`src/rtl/face_det_pkg.sv`:
```
// Shared definitions for the face-detection datapath: frame defaults, coordinate
// widths and the window selector's state encoding.
package face_det_pkg;

   localparam int IMG_W_DEF = 160;
   localparam int IMG_H_DEF = 120;
   localparam int COORD_W   = 8;
   localparam int SCALE_W   = 2;

   typedef enum logic [1:0] {
      SEL_IDLE = 2'b00,
      SEL_ADV  = 2'b01,
      SEL_CHK  = 2'b11,
      SEL_DONE = 2'b10
   } sel_state_e;

endpackage

```
`src/rtl/face_window_selector.sv`:
```
// Sliding-window scan generator: each start request yields the next candidate
// window (x fastest, then y, then scale) and flags when the frame is exhausted.
module face_window_selector
   import face_det_pkg::*;
#(
   parameter int IMG_W      = IMG_W_DEF,
   parameter int IMG_H      = IMG_H_DEF,
   parameter int WIN_MIN    = 24,
   parameter int WIN_INC    = 8,
   parameter int NUM_SCALES = 3,
   parameter int STEP       = 4
) (
   input  logic               clk,
   input  logic               rst_n,
   input  logic               select_window_start,
   input  logic               break_scan,
   output logic               done,
   output logic               windows_out,
   output logic [COORD_W-1:0] win_x,
   output logic [COORD_W-1:0] win_y,
   output logic [COORD_W-1:0] win_size,
   output logic [SCALE_W-1:0] win_scale
);

   sel_state_e state, state_nxt;

   logic               first;
   logic [COORD_W-1:0] prev_x, prev_y, prev_size;
   logic [SCALE_W-1:0] prev_scale;

   logic [COORD_W:0]   x_reach, y_next, y_reach;
   logic               x_wrap, y_wrap, exhausted;
   logic [SCALE_W:0]   scale_next;

   function automatic logic [COORD_W-1:0] size_of(input logic [SCALE_W:0] k);
      return COORD_W'(WIN_MIN + int'(k) * WIN_INC);
   endfunction

   // Bounds are checked one bit wider than the coordinates so x+size never wraps.
   always_comb begin
      x_reach    = {1'b0, win_x} + {1'b0, win_size};
      x_wrap     = x_reach > (COORD_W+1)'(IMG_W);
      y_next     = x_wrap ? ({1'b0, win_y} + (COORD_W+1)'(STEP)) : {1'b0, win_y};
      y_reach    = y_next + {1'b0, win_size};
      y_wrap     = y_reach > (COORD_W+1)'(IMG_H);
      scale_next = y_wrap ? ({1'b0, win_scale} + (SCALE_W+1)'(1)) : {1'b0, win_scale};
      exhausted  = scale_next == (SCALE_W+1)'(NUM_SCALES);
   end

   always_comb begin
      state_nxt = state;
      case (state)
         SEL_IDLE: if (select_window_start) state_nxt = SEL_ADV;
         SEL_ADV:  state_nxt = SEL_CHK;
         SEL_CHK:  state_nxt = SEL_DONE;
         SEL_DONE: state_nxt = SEL_IDLE;
         default:  state_nxt = SEL_IDLE;
      endcase
      if (break_scan) state_nxt = SEL_IDLE;
   end

   always_ff @(posedge clk or negedge rst_n) begin
      if (!rst_n) state <= SEL_IDLE;
      else        state <= state_nxt;
   end

   // The window in effect when a request starts is kept so an exhausted scan
   // can fall back to the last valid window.
   always_ff @(posedge clk or negedge rst_n) begin
      if (!rst_n) begin
         done        <= 1'b0;
         windows_out <= 1'b0;
         first       <= 1'b1;
         win_x       <= '0;
         win_y       <= '0;
         win_size    <= COORD_W'(WIN_MIN);
         win_scale   <= '0;
         prev_x      <= '0;
         prev_y      <= '0;
         prev_size   <= COORD_W'(WIN_MIN);
         prev_scale  <= '0;
      end else if (break_scan) begin
         done        <= 1'b0;
         windows_out <= 1'b0;
         first       <= 1'b1;
         win_x       <= '0;
         win_y       <= '0;
         win_size    <= COORD_W'(WIN_MIN);
         win_scale   <= '0;
         prev_x      <= '0;
         prev_y      <= '0;
         prev_size   <= COORD_W'(WIN_MIN);
         prev_scale  <= '0;
      end else begin
         done <= (state_nxt == SEL_DONE);
         case (state)
            SEL_ADV: begin
               if (!windows_out) begin
                  prev_x     <= win_x;
                  prev_y     <= win_y;
                  prev_size  <= win_size;
                  prev_scale <= win_scale;
                  if (first) begin
                     first     <= 1'b0;
                     win_x     <= '0;
                     win_y     <= '0;
                     win_size  <= COORD_W'(WIN_MIN);
                     win_scale <= '0;
                  end else begin
                     win_x <= win_x + COORD_W'(STEP);
                  end
               end
            end
            SEL_CHK: begin
               if (!windows_out) begin
                  if (exhausted) begin
                     windows_out <= 1'b1;
                     win_x       <= prev_x;
                     win_y       <= prev_y;
                     win_size    <= prev_size;
                     win_scale   <= prev_scale;
                  end else begin
                     win_x     <= x_wrap ? '0 : win_x;
                     win_y     <= y_wrap ? '0 : y_next[COORD_W-1:0];
                     win_scale <= scale_next[SCALE_W-1:0];
                     win_size  <= size_of(scale_next);
                  end
               end
            end
            default: ;
         endcase
      end
   end

endmodule

```
`config.mk`:
```
export PLATFORM = sky130hd
export DESIGN_NAME = face_window_selector
export DESIGN_NICKNAME = d
export VERILOG_FILES = /design/src/rtl/face_det_pkg.sv /design/src/rtl/face_window_selector.sv
export SDC_FILE = /design/constraint.sdc
export NUM_CORES = 1
export LEC_CHECK = 0
export CAP_MARGIN = 20
export CORE_MARGIN = 1.5
export CORE_UTILIZATION = 42
export DETAILED_ROUTE_END_ITERATION = 12
export SETUP_SLACK_MARGIN = 0.4
export SYNTH_ARGS = -nofsm -noshare
export SYNTH_HDL_FRONTEND = slang
export SYNTH_SLANG_ARGS = --single-unit
export TNS_END_PERCENT = 5
```
`constraint.sdc`:
```
create_clock -name clk -period 6.83 [get_ports clk]
set_clock_uncertainty 0.2 [all_clocks]
set_input_delay 1.0245 -clock clk [delete_from_list [all_inputs] [get_ports clk]]
set_output_delay 1.0245 -clock clk [all_outputs]
set_load 0.05 [all_outputs]
```
### Yosys cells after proc, flatten, opt, wreduce, memory -nomap -nowiden

Cells that the tools add are included.

* register bits after elaboration: 57
* bits of input ports: 4
* output and inout bits: 28
* word-level logic and storage cells: 88

* $add $sub $neg: 6
* $lt $le $gt $ge: 2
* eq/ne operators: 10
* multiplexer cells: 51
* reduce and logical (&&, ||, !) cells: 7

Operator list (count)
* two-way mux 8 bit: 26
* one-hot mux 8 bit (2 select lines): 3
* two-way mux 2 bit: 10
* adder 8 x 3 -> 9 bit (second input constant): 1
* adder 8 x 8 -> 9 bit: 1
* adder 9 x 8 -> 9 bit: 1
* > comparator 9 x 7 -> 1 bit (second input constant): 1
* > comparator 9 x 8 -> 1 bit (second input constant): 1
* two-way mux 9 bit: 1
* != test 3 bit (second input constant): 3
* adder 8 x 3 -> 8 bit (second input constant): 1
* two-way mux 1 bit: 8
* one-hot mux 2 bit (4 select lines): 1
* AND reduction 4 bit: 2
* adder 5 x 6 -> 7 bit (first input constant): 1
* equality test 2 bit (second input constant): 3
* != test 4 bit (second input constant): 1
* one-hot mux 2 bit (2 select lines): 1
* nonzero test 2 bit: 2
* adder 2 x 1 -> 3 bit (second input constant): 1
* equality test 3 x 2 -> 1 bit (second input constant): 1
* two-way mux 3 bit: 1
* nonzero test 3 bit: 1
* equality test 2 x 1 -> 1 bit (second input constant): 1
* other kinds (3): 3

### Depth between registers and ports, before layout

Gate-level depths: netlist (run 1).

* depth after elaboration: 11
* depth in mapped cells: 26

### Worst setup path after synthesis (run 1)

Ideal clock, no wire load.

* kind: flip-flop to flip-flop
* start: reg win_x[0]
* end: reg win_x[3]
* library setup time: 0.125 ns
* data arrival time: 5.753 ns
* data required time: 6.505 ns
* path slack: 0.752 ns
* cell stages (with the launch flop): 23
* path buffers: 1
* period minus slack after synthesis: 6.078 ns
* cells stage by stage: dfrtp_1 ha_1 fa_1 o311a_1 mux2i_1 a2111oi_2 o31ai_2 mux2_2 ha_1 a21o_1 a21oi_1 nand3_1 and3_1 o22ai_1 and4b_4 nor2_2 mux2i_1 inv_1 ha_1 clkbuf_1 o31a_4 o32ai_4 mux2_4

* word-level cells in the longest chain between the ends: 11

RTL lines
* start: declaration: line face_window_selector.sv:19 `output logic [COORD_W-1:0] win_x,`
* start signal: assignment: line face_window_selector.sv:110 `win_x <= win_x + COORD_W'(STEP);`
* start signal: assignment: line face_window_selector.sv:118 `win_x <= prev_x;`
* start signal: assignment: line face_window_selector.sv:123 `win_x <= x_wrap ? '0 : win_x;`
* adder 8 x 8 -> 9 bit: line face_window_selector.sv:41 `x_reach = {1'b0, win_x} + {1'b0, win_size};`
* > comparator 9 x 8 -> 1 bit: line face_window_selector.sv:42 `x_wrap = x_reach > (COORD_W+1)'(IMG_W);`
* two-way mux 9 bit: line face_window_selector.sv:43 `y_next = x_wrap ? ({1'b0, win_y} + (COORD_W+1)'(STEP)) : {1'b0, win_y};`
* adder 9 x 8 -> 9 bit: line face_window_selector.sv:44 `y_reach = y_next + {1'b0, win_size};`
* > comparator 9 x 7 -> 1 bit: line face_window_selector.sv:45 `y_wrap = y_reach > (COORD_W+1)'(IMG_H);`
* two-way mux 3 bit: line face_window_selector.sv:46 `scale_next = y_wrap ? ({1'b0, win_scale} + (SCALE_W+1)'(1)) : {1'b0, win_scale};`
* equality test 3 x 2 -> 1 bit: line face_window_selector.sv:47 `exhausted = scale_next == (SCALE_W+1)'(NUM_SCALES);`
* two-way mux 8 bit: line face_window_selector.sv:116 `if (exhausted) begin`
* two-way mux 8 bit: line face_window_selector.sv:115 `if (!windows_out) begin`
* one-hot mux 8 bit (2 select lines): line face_window_selector.sv:96 `case (state)`
* two-way mux 8 bit: line face_window_selector.sv:82 `end else if (break_scan) begin`

Several ways; a longest one is shown, not always the timed one. The select of a mux whose other input is x is not followed.
A chain may end at the register's enable or synchronous reset.

### Final worst setup path (run 1)

* start: reg win_size[0]
* end: reg win_x[3]

* word-level cells in the longest chain between the ends: 11

RTL lines
* start: declaration: line face_window_selector.sv:21 `output logic [COORD_W-1:0] win_size,`
* start signal: assignment: line face_window_selector.sv:76 `win_size <= COORD_W'(WIN_MIN);`
* start signal: assignment: line face_window_selector.sv:88 `win_size <= COORD_W'(WIN_MIN);`
* start signal: assignment: line face_window_selector.sv:107 `win_size <= COORD_W'(WIN_MIN);`
* adder 8 x 8 -> 9 bit: line face_window_selector.sv:41
* > comparator 9 x 8 -> 1 bit: line face_window_selector.sv:42
* two-way mux 9 bit: line face_window_selector.sv:43
* adder 9 x 8 -> 9 bit: line face_window_selector.sv:44
* > comparator 9 x 7 -> 1 bit: line face_window_selector.sv:45
* two-way mux 3 bit: line face_window_selector.sv:46
* equality test 3 x 2 -> 1 bit: line face_window_selector.sv:47
* two-way mux 8 bit: line face_window_selector.sv:116
* two-way mux 8 bit: line face_window_selector.sv:115
* one-hot mux 8 bit (2 select lines): line face_window_selector.sv:96
* two-way mux 8 bit: line face_window_selector.sv:82

Several ways; a longest one is shown, not always the timed one. The select of a mux whose other input is x is not followed.

==> results of run 1 <==
-- sequential cells by signal (all words and copies together) (netlist names) --
signal,cells
prev_scale,2
win_x,8
prev_size,8
win_scale,2
prev_x,8
win_size,8
win_y,8
windows_out,1
first,1
state,2
prev_y,8
done,1
-- power groups by stage --
stage	Combinational (mW)	Clock, mW	Sequential, mW
6_report	0.0502	0.315	0.344
5_1_grt	0.0558	0.337	0.344
4_1_cts	0.0482	0.323	0.344
3_5_place_dp	0.0481	0	0.350
3_3_place_gp	0.0480	0	0.350
2_1_floorplan	0.0268	0	0.351
-- metrics by stage --
step / hold slack (ns) / util [%]
after global placement: 0.259 / 48.1
after global routing: 0.306 / 52.0
final: 0.276 / 52.0
after floorplan: 0.241 / -
after CTS: 0.284 / 50.6
after detailed placement: 0.274 / 48.1
-- layout by cell type (no fill, tap or decap), types with 3 or more instances in the layout --
master,netlist,routed
a211oi_2,3,3
a21o_1,6,6
a21oi_1,17,16
a221o_1,3,3
a22o_1,33,33
a31oi_1,5,5
a32oi_1,3,3
and3_1,5,5
buf_4,0,15
clkbuf_8,0,10
clkdlybuf4s50_1,0,30
dfrtp_1,52,52
dfstp_2,5,5
ha_1,23,22
inv_1,19,19
mux2i_1,4,3
nand2_1,21,21
nand2b_1,3,3
nand3_1,5,5
nand4_1,3,3
nor2_1,20,20
nor2b_1,4,4
nor3_1,6,6
o211ai_1,4,4
o21ai_0,6,5
o21ai_1,3,4
o2bb2ai_1,5,5
o31ai_1,4,4
xnor2_1,7,6
xor2_1,7,7
-- worst min-delay path by stage --
| stage | slack, ns | endpoint | from | depth (start not counted) |
|---|---|---|---|---|
| 2_1_floorplan | 0.24 | prev_size[3] | prev_size[3] | 2 |
| 3_3_place_gp | 0.26 | prev_size[3] | prev_size[3] | 2 |
| 3_5_place_dp | 0.27 | prev_size[4] | prev_size[4] | 2 |
| 4_1_cts | 0.28 | prev_size[4] | prev_size[4] | 2 |
| 5_1_grt | 0.31 | prev_size[3] | prev_size[3] | 2 |
| 6_report | 0.28 | prev_size[3] | prev_size[3] | 2 |
-- worst max-delay path: cells and delay by family, from the launching register on --
family	cells	cell delay, ns
flip-flops	1	0.43
buffers and inverters	2	0.26
AND/OR/NAND/NOR	4	0.80
AO/OA/AOI/OAI	8	1.89
multiplexers	4	1.20
adder cells (fa/ha/maj)	4	1.24
-- cell type report --
cell class              instances  area (um^2)
flip-flops and latches         57         1430
clock buffers                  11          141
multi-input cells             247         1970
fillers                       740         3910
clock inverters                 5         55.1
inverters                      19         71.3
well taps                     105          131
repair buffers                 47          429
-- kinds of logic (layout without fill, tap and decap cells) --
| family | count (synthesis) | after routing | share of synthesized area [%] |
|---|---|---|---|
| DFF | 57 | 57 | 41.1 |
| muxes | 6 | 6 | 1.90 |
| buffers and inverters | 34 | 82 | 3.80 |
| adders and majority gates | 25 | 25 | 9.40 |
| and+or+nand+nor | 80 | 80 | 11.8 |
| AOI/OAI and AO/OA | 121 | 122 | 28.5 |
| xor gates and xnor gates | 14 | 14 | 3.52 |
-- cells in the mapped netlist, drive strengths merged (3+ instances only) --
master and number:
a221o 3, a21oi 17, o31ai 6, nor2b 4
xor2 7, dfrtp 52, a31oi 5, a32oi 3
o211ai 4, nor2 21, nand4 3, and3 5
xnor2 7, dfstp 5, nand2 21, nand3 5
a21o 6, o2bb2ai 5, nand2b 3, ha 23
a211oi 4, mux2i 4, nor3 6, buf 4
a22o 33, o21ai 9, clkbuf 11, inv 19
-- layer usage --
layer | up-vias | global-route usage (%) | part of all wire, %
li1 | 1380 | - | -
met1 | 1462 | 29.7 | 47
met2 | 82 | 34.0 | 47
met3 | 15 | 5.10 | 4.7
met4 | 0 | 6.22 | 1.4
met5 | - | 0 | 0
-- what timing repair did --
action / in CTS / in global routing
gates cloned: 0 / 1
gates resized for setup: 1 / 7
setup buffers: 0 / 10
pin swaps: 0 / 2
endpoints found under the setup margin: 1 / 22
==> impl_metrics.ini, run 1 <==
[timing]
fmax_ghz = 0.162
setup_slack_ns = 0.675
tns_ns = 0
tightestPinTransition_ns = 0.752
post-route-period-util_pct = 90.1
fin_crit_ns = 6.15
rsz0062_at_grt = false
setup_viol = 0
finalMaxSlewViolations = 0
slew_headroom_pct = 49.7
hold_violations = 0

[placement]
placed_area_um2 = 3910
place_congestion = 0.875
port_buffers = 31
pre_cts_ws_ns = 0.417
placed_cells = 464
hpwlAfterDp_um = 6170

[synth]
synthFlopType = dfrtp_1
post_synth.cell_area_avg_um2 = 10.4
synthTopCellsByArea = dfrtp_1, a22o_1, ha_1, dfstp_2, a21oi_1
ys_seq_area_share_pct = 41.1
synth_cell_type_count = 66
syn_inst = 337
async_flop_share_pct = 100
yosysTopAreaCellShare_pct = 37.3
ys_warn_count = 0
ys_ff_latch = 57
synth_edf_count = 0
synth_largest_area_cell = dfrtp_1
netlist_area_um2 = 3490
synthesis.nets = 366

[clock_tree]
clock_sinks = 57
holdBufCountCts = 0
clk_pin_slew_ns = 0.07
cts_made_buffers = 9
root_buffer = clkbuf_8
cts_tree = done
cts_htree_levels = 3
clock_latency_ns = 0.33
cts_max_path_buffers = 2

[power]
p_switching_uw = 177
leakage_nw = 1.91
p_clk_share_pct = 44.4
swShare_pct = 24.9
power_frac_seq_pct = 48.5
powerDensity_nw_per_um2 = 168
p_int_uw = 533
combPwrFrac_pct = 7.1
finalPower_uw = 709
ir_drop_mv = 0.116

[critical_path]
cp_slowest_stage_delay_ns = 0.44
critical_path_class = register to register
r2r_slack_ns = 0.68
setup.worst_path.end_class = register
critPathCapture = win_x[3]
cp_data_arrival_time_ns = 6.18
crit_path_cell_trace = ha_1 > fa_1 > o311a_1 > mux2i_1 > a2111oi_2 > o31ai_2 > buf_6 > mux2_2 > ha_1 > a21o_1 > a21oi_1 > nand3_1 > and3_1 > o22ai_1 > and4b_4 > nor2_4 > mux2i_4 > inv_1 > ha_2 > o31a_4 > o32ai_4 > mux2_4
cpMostUsedCell = ha_1
required_ns = 6.85
startpoint_type = register
reg2reg_depth = 22
cp_max_fo = 12
crit_start = win_size[0]
worstReg2RegStart = win_size[0]
cpMaxStageDelayCell = fa_1
r2r-end = win_x[3]

[die]
die_w_um = 94.1
placementRows = 33
die_area_um2 = 8860
coreArea_um2 = 8130
die_h_um = 94.1
start_util_pct = 42.9
io_pins = 32

[finish]
area_growth_pct = 21.2
fin_area_um2 = 4230
fin_cells = 491
fin_nets = 410
layout-drive-gt1-share_pct = 15.8
antenna_cells = 0

[global_route]
overflow = 0
grt_pass1_vias = 2822
antenna_found_initial = 0
grt_max_degree = 58
grtUsageTotal_pct = 21.7
grt_pass1_wl_um = 14600

[drt]
first_pass_iters = 4
drt_iter0_markers = 158
wl_per_cell_um = 18.7
antenna_left = 0
drc = 0
via_per_inst = 5.99
num_vias = 2939
drt_wl_total_um = 9170

[min_path]
holdCritPathClass = register to register

[flow_run]
cap_violations = 0

[status]
status = finished, final reports clean
(Power assumes the default switching activity.)
==> inputs of run 2 (changes only) <==
Settings changed: MAX_ROUTING_LAYER from default to met4.
==> impl_metrics.ini, run 2 (synthesis gave the netlist of run 1 again) <==
[power]
powerDensity_nw_per_um2 = 168
power_frac_seq_pct = 48.5
finalPower_uw = 710
leakage_nw = 1.91
combPwrFrac_pct = 7.1
p_switching_uw = 177
swShare_pct = 25.0
p_clk_share_pct = 44.5
p_int_uw = 533
ir_drop_mv = 0.116

[timing]
fin_crit_ns = 6.15
finalMaxSlewViolations = 0
rsz0062_at_grt = false
fmax_ghz = 0.163
hold_violations = 0
setup_viol = 0
tns_ns = 0
tightestPinTransition_ns = 0.724
post-route-period-util_pct = 90.0
slew_headroom_pct = 51.5

[finish]
area_growth_pct = 21.2
fillers = 740
antenna_cells = 0
multi_input_area_um2 = 1970
fin_area_um2 = 4230
final_cell_mix = dfrtp_1, a22o_1, clkdlybuf4s50_1, ha_1, nand2_1
layout-drive-gt1-share_pct = 15.8
fin_nets = 410
layout_commonest_cell = dfrtp_1
regArea_um2 = 1430

[clock_tree]
root_buffer = clkbuf_8
cts_tree = done
cts_max_path_buffers = 2
holdBufCountCts = 0
clock_sinks = 57
clk_pin_slew_ns = 0.07
cts_made_buffers = 9
cts_htree_levels = 3
clock_latency_ns = 0.34

[die]
coreArea_um2 = 8130
die_w_um = 94.1
placementRows = 33
die_h_um = 94.1
start_util_pct = 42.9
io_pins = 32
die_area_um2 = 8860

[drt]
via_per_inst = 5.99
drt_wl_total_um = 9080
antenna_left = 0
drc = 0
num_vias = 2941
drt_iter0_markers = 171
wl_per_cell_um = 18.5
first_pass_iters = 4

[critical_path]
cp_max_fo = 12
path_delay_family = compound AO/OA/AOI/OAI gates
required_ns = 6.86
crit_path_cell_trace = ha_1 > fa_1 > o311a_1 > mux2i_1 > a2111oi_2 > o31ai_2 > buf_6 > mux2_2 > ha_1 > a21o_1 > a21oi_1 > nand3_1 > and3_1 > o22ai_1 > and4b_4 > nor2_4 > mux2i_4 > inv_1 > ha_2 > o31a_4 > o32ai_4 > mux2_4
critical_path_class = register to register
cp_slowest_stage_delay_ns = 0.44
startpoint_type = register
cpMostUsedCell = ha_1
cp_data_arrival_time_ns = 6.17
setup.worst_path.end_class = register
cpMaxStageDelayCell = fa_1
worstReg2RegStart = win_size[0]
crit_start = win_size[0]
path_buf_inv = 2

[flow_run]
cap_violations = 0

[global_route]
grt_max_degree = 58
grtUsageTotal_pct = 22.3
antenna_found_initial = 0
overflow = 0
grt_pass1_vias = 2828
grt_pass1_wl_um = 14600

[placement]
port_buffers = 31
hpwlAfterDp_um = 6170
placed_area_um2 = 3910
place_congestion = 0.889

[min_path]
min-delay-start = prev_size[3]
holdCritPathClass = register to register

[status]
status = finished, final reports clean
[run 2: cell counts in the layout (fill, tap and decap cells not counted)]
Identical to the previous run, type by type.
[run 2: worst register-to-register path, delay by kind of cell, from the launching register on]
family	cells	cell delay, ns
mux	4	1.20
buf+inv	2	0.26
fa+ha+maj	4	1.24
simple gates	4	0.80
flops	1	0.43
compound gates	8	1.89
[run 2: metal layers]
| metal | up-vias | GRT usage [%] | wire length [um] |
|---|---|---|---|
| met4 | 0 | 6.97 | 147 |
| met2 | 91 | 34.1 | 4270 |
| li1 | 1383 | - | - |
| met3 | 17 | 4.85 | 449 |
| met5 | - | - | 0 |
| met1 | 1450 | 29.7 | 4210 |
[run 2: final cells by class]
type / instances / share of cell area [%]
Multi-Input combinational cell: 247 / 46.5
Tap cell: 105 / 3.11
Sequential cell: 57 / 33.9
Clock buffer: 11 / 3.35
Timing Repair Buffer: 47 / 10.2
Clock inverter: 5 / 1.30
Inverter: 19 / 1.69
[run 2: worst paths after layout]
kind,to,slack [ns],cells after the start
max in group asynchronous,done,5.35,2
worst min-delay path,prev_size[3],0.28,2
worst max register to register,win_x[3],0.68,22
worst max-delay path,win_x[3],0.68,22
worst min register to register,prev_size[3],0.28,2
min in group asynchronous,win_y[0],0.63,2
[run 2: per-stage QoR]
| stage | hold slack (ns) | std cells | utilization, % | worst slack [ns] |
|---|---|---|---|---|
| after global routing | 0.306 | 491 | 52.0 | 0.400 |
| after CTS | 0.284 | 480 | 50.6 | 0.508 |
| after global placement | 0.259 | 464 | 48.1 | 0.640 |
| final | 0.276 | 491 | 52.0 | 0.681 |
| after detailed placement | 0.274 | 464 | 48.1 | 0.417 |
| after floorplan | 0.241 | 337 | - | 0.752 |
[run 2: power groups by stage]
stage	Sequential, mW	Combinational, mW	Clock, mW
2_1_floorplan	0.351	0.0268	0
6_report	0.344	0.0501	0.316
4_1_cts	0.344	0.0482	0.323
5_1_grt	0.344	0.0558	0.337
3_3_place_gp	0.350	0.0480	0
3_5_place_dp	0.350	0.0481	0
[run 2: repair_timing]
action | CTS | global route
gates cloned | 0 | 1
setup buffers | 0 | 10
gates resized for setup | 1 | 7
pin swaps | 0 | 2
setup endpoints to repair | 1 | 22
